### src/rtl/mem_pkg.sv
// Shared types and constants for the single-port memory controller.
// The CPU-side fetch and data paths are both served by one backing memory port.
package mem_pkg;

  localparam int WORD_W          = 16;
  localparam int TIMEOUT_DEFAULT = 255;
  localparam int CNT_W           = 8;

  typedef enum logic [1:0] {
    IDLE,
    D_ACC,
    I_ACC,
    DONE
  } state_t;

endpackage

### src/rtl/mem_ctrl.sv
// Serialises a CPU's data access and instruction fetch onto one backing memory port.
// The data access goes first. err is a sticky flag that records a backing memory that never acknowledges.
module mem_ctrl
  import mem_pkg::*;
#(
  parameter int TIMEOUT = TIMEOUT_DEFAULT,
  parameter int AW      = 16
) (
  input  logic              clk,
  input  logic              rst,
  input  logic              i_fetch,
  input  logic [AW-1:0]     i_addr,
  input  logic              re,
  input  logic              we,
  input  logic [AW-1:0]     d_addr,
  input  logic [WORD_W-1:0] wrt_data,
  output logic [WORD_W-1:0] instr,
  output logic [WORD_W-1:0] rd_data,
  output logic              ready,
  output logic              mem_req,
  output logic              mem_we,
  output logic [AW-1:0]     mem_addr,
  output logic [WORD_W-1:0] mem_wdata,
  input  logic [WORD_W-1:0] mem_rdata,
  input  logic              mem_ack,
  output logic              err
);

  state_t          state;
  logic            req_fetch;
  logic            req_rd;
  logic            req_wr;
  logic [AW-1:0]   req_i_addr;
  logic [CNT_W-1:0] wait_cnt;

  logic        any_req;
  logic        waiting;
  logic [31:0] wait_next;
  logic        timeout_hit;

  assign any_req     = i_fetch | re | we;
  assign ready       = (state == DONE) || ((state == IDLE) && !any_req);
  assign waiting     = ((state == D_ACC) || (state == I_ACC)) && !mem_ack;
  assign wait_next   = 32'(wait_cnt) + 32'd1;
  assign timeout_hit = wait_next >= 32'(TIMEOUT);

  // The data address and write data go straight into the mem_addr and mem_wdata
  // output registers. They stay there for the whole data access.
  // NOTE: all state here uses non-blocking assignments so every register samples
  // pre-edge values; blocking would make results depend on statement order.
  always_ff @(posedge clk) begin
    if (rst) begin
      state      <= IDLE;
      req_fetch  <= 1'b0;
      req_rd     <= 1'b0;
      req_wr     <= 1'b0;
      req_i_addr <= '0;
      wait_cnt   <= '0;
      mem_req    <= 1'b0;
      mem_we     <= 1'b0;
      mem_addr   <= '0;
      mem_wdata  <= '0;
      instr      <= '0;
      rd_data    <= '0;
      err        <= 1'b0;
    end else begin
      case (state)
        IDLE: begin
          if (any_req) begin
            req_fetch  <= i_fetch;
            req_rd     <= re;
            req_wr     <= we;
            req_i_addr <= i_addr;
            mem_wdata  <= wrt_data;
            wait_cnt   <= '0;
            mem_req    <= 1'b1;
            if (re || we) begin
              state    <= D_ACC;
              mem_we   <= we;
              mem_addr <= d_addr;
            end else begin
              state    <= I_ACC;
              mem_we   <= 1'b0;
              mem_addr <= i_addr;
            end
          end
        end

        D_ACC: begin
          if (mem_ack) begin
            // A combined read+write acts as a write that also returns the written value.
            if (req_wr) begin
              if (req_rd) rd_data <= mem_wdata;
            end else begin
              rd_data <= mem_rdata;
            end
            mem_we <= 1'b0;
            if (req_fetch) begin
              state    <= I_ACC;
              mem_addr <= req_i_addr;
              wait_cnt <= '0;
            end else begin
              state   <= DONE;
              mem_req <= 1'b0;
            end
          end
        end

        I_ACC: begin
          if (mem_ack) begin
            instr   <= mem_rdata;
            state   <= DONE;
            mem_req <= 1'b0;
          end
        end

        DONE:    state <= IDLE;
        default: state <= IDLE;
      endcase

      // A timeout only raises the flag. The access stays pending until mem_ack arrives.
      if (waiting) begin
        if (wait_cnt != '1) wait_cnt <= wait_cnt + 1'b1;
        if (timeout_hit) err <= 1'b1;
      end
    end
  end

endmodule

### config.mk
export PLATFORM = sky130hd
export DESIGN_NAME = mem_ctrl
export DESIGN_NICKNAME = d
export VERILOG_FILES = /design/src/rtl/mem_pkg.sv /design/src/rtl/mem_ctrl.sv
export SDC_FILE = /design/constraint.sdc
export NUM_CORES = 1
export LEC_CHECK = 0
export CORE_MARGIN = 5
export CORE_UTILIZATION = 42
export CTS_CLUSTER_SIZE = 25
export DETAILED_ROUTE_END_ITERATION = 8
export GPL_TIMING_DRIVEN = 0
export PLACE_DENSITY = 0.8
export SETUP_SLACK_MARGIN = 0.05
export SYNTH_ARGS = -nofsm -noshare
export SYNTH_HDL_FRONTEND = slang
export SYNTH_SLANG_ARGS = --single-unit
### constraint.sdc
create_clock -name clk -period 1.8 [get_ports clk]
set_input_delay 0.45 -clock clk [delete_from_list [all_inputs] [get_ports clk]]
set_output_delay 0.45 -clock clk [all_outputs]
set_load 0.02 [all_outputs]
==> flow_summary.json <==
{
  "routed_wl_um": 13100,
  "total_power_mw": 8.76,
  "dp.cells": 782,
  "setup_viol": 21,
  "grt_pass1_vias": 4284,
  "fin_nets": 744,
  "boundaryPins": 138,
  "finalMaxSlewViolations": 0,
  "dieWidth_um": 111,
  "coreArea_um2": 10200,
  "netlist_instances": 512,
  "relSlewSlack_pct": 56.5,
  "insertedDiodeCount": 0,
  "synth_edf_count": 0,
  "endpoint_kind": "primary output",
  "fin_crit_ns": 2.06,
  "clk_latency_ns": 0.37,
  "dp_hpwl_um": 9770,
  "ys.flop_type": "dfxtp_1",
  "initial_core_util_pct": 42.5,
  "leakagePower_nw": 2.55,
  "antenna_left": 0,
  "synthDistinctLibCells": 54,
  "synth_top_cell_area_share_pct": 44.4,
  "worst-path-max-fanout": 2,
  "cts_root_buf": "clkbuf_8",
  "firstDrtPassIters": 5,
  "vias_per_cell": 5.22,
  "synth_top_area_cell": "dfxtp_1",
  "critPathLaunchType": "register",
  "fillers": 933,
  "hold_path.class": "primary input to register",
  "avgSynthCellArea_um2": 8.45,
  "hold_viol": 0,
  "ys_warn_count": 0,
  "crit_type": "register to primary output",
  "vias": 4216,
  "synth.most_common_cell": "nand2_1",
  "ys_top_cells_by_area": "dfxtp_1 44%, nand2_1 11%, a21oi_1 8.4%",
  "drt_iter0_markers": 260,
  "dieHeight_um": 111,
  "worstPathArrival_ns": 1.61,
  "outcome": "complete, but fails checks",
  "worst_slew_pin_slew_ns": 0.652,
  "powerDensity_nw_per_um2": 1420,
  "syn_area_um2": 4330,
  "numPortBuffers": 134,
  "syn_nets": 589,
  "grt_pass1_wl_um": 21000,
  "max-vdd-ir-drop_mv": 0.824,
  "fmax_mhz": 485,
  "detail_route.wl_per_cell_um": 16.2,
  "worst_slack_ns": -0.260,
  "cts_buffer_depth": 2,
  "synthTopCellsByCount": "126 x nand2_1, 96 x dfxtp_1, 73 x a21oi_1",
  "cts_buffers": 9,
  "synth_seq_cells": 96,
  "cts_tree": "done",
  "h-tree-depth": 3,
  "worstPathRequired_ns": 1.35,
  "antenna_found_initial": 0,
  "syn_to_final_growth_pct": 42.1,
  "postCtsHoldBufs": 0,
  "gp_congestion": 0.868,
  "grt_usage_pct": 20.4,
  "rsz0062_at_grt": "true",
  "period_share_pct": 114,
  "grt_overflow": 0,
  "final_cells": 808,
  "violations": "negative setup slack",
  "ys_seq_area_share_pct": 44.4,
  "grt_max_degree": 18,
  "clk_pin_slew_worst_paths_ns": 0.09,
  "fin_skew_ns": 0.0131,
  "place_ws_ns": -0.950,
  "cap_viol_max_count": 0,
  "drc": 0,
  "synthArstFlopShare_pct": 0,
  "drive_gt1_share_pct": 13.8,
  "fin_setup_tns_ns": -1.39,
  "die_area_um2": 12400,
  "rows": 37,
  "cts.sinks": 96
}
-- sequential cells by signal, indices dropped and copies added (netlist names) --
name,cells
req_wr,1
mem_addr,16
req_fetch,1
mem_wdata,16
rd_data,16
req_i_addr,16
req_rd,1
mem_we,1
state,2
mem_req,1
instr,16
wait_cnt,8
err,1
-- power by group --
group,switching (mW),internal [mW]
registers,0.315,2.66
clock network,0.810,0.523
logic,2.55,1.90
total,3.67,5.08
-- logic make-up after synthesis --
| family | count (synthesis) | synth area share, % |
|---|---|---|
| AND/OR/NAND/NOR | 196 | 20.6 |
| XOR/XNOR | 4 | 0.810 |
| flip-flops | 96 | 44.4 |
| multiplexers | 35 | 8.59 |
| adder cells (fa/ha/maj) | 7 | 2.02 |
| buffers and inverters | 44 | 4.83 |
| AO/OA/AOI/OAI | 130 | 18.7 |
-- what timing repair did --
item | CTS | global route
resized for setup | 100 | 27
buffers inserted | 6 | 5
setup endpoints to repair | 120 | 78
pin swaps | 5 | 2
-- stage by stage --
step | util (%) | hold WS, ns | instance area, µm²
2_1_floorplan | - | 0.431 | 4330
3_3_place_gp | 57.4 | 0.437 | 5850
3_5_place_dp | 57.4 | 0.444 | 5850
4_1_cts | 59.5 | 0.377 | 6060
5_1_grt | 60.4 | 0.386 | 6150
6_report | 60.4 | 0.379 | 6150
-- layout by cell type, fill, tap and decap left out, drive strengths merged, types with 6 or more instances in the layout --
cell	instances
o21ai	6
mux2i	18
buf	33
nand2	126
nand2b	20
clkbuf	26
mux2	17
ha	7
o211ai	17
clkdlybuf4s50	64
dfxtp	96
a211oi	16
inv	9
a21oi	74
nand3	6
dlygate4sd2	69
nor2	25
-- cell type report --
class                      instances  area, µm²  area share (%)
timing repair buffer             145       1340            21.8
clock buffer                      10        128            2.08
sequential                        96       1930            31.4
tap                              136        170            2.77
inverter                           6       25.0           0.407
buffer                            37        258            4.19
multi-input combinational        372       2250            36.6
clock inverter                     6       50.0           0.814
-- per-layer routing --
| layer | vias to the layer above | track usage, % | routed length [µm] |
|---|---|---|---|
| li1 | 2069 | - | - |
| met1 | 1972 | 25.0 | 5680 |
| met2 | 153 | 34.4 | 6290 |
| met3 | 22 | 5.76 | 833 |
| met4 | 0 | 7.06 | 303 |
| met5 | - | 0 | 0 |
-- final timing paths --
path	from	endpoint	slack [ns]	cells past startpoint
max reg2reg	state[0]	wait_cnt[6]	-0.14	7
min reg2reg	req_i_addr[14]	req_i_addr[14]	0.46	2
max	state[0]	ready	-0.26	5
min	we	req_wr	0.38	3
-- critical path: stages, from the launching register on --
cell      delay, ns
dfxtp_4        0.36
inv_4          0.06
ha_4           0.13
or4b_4         0.49
nand2b_4       0.10
buf_6          0.11
No activity file was read; power rests on OpenSTA's default activity.
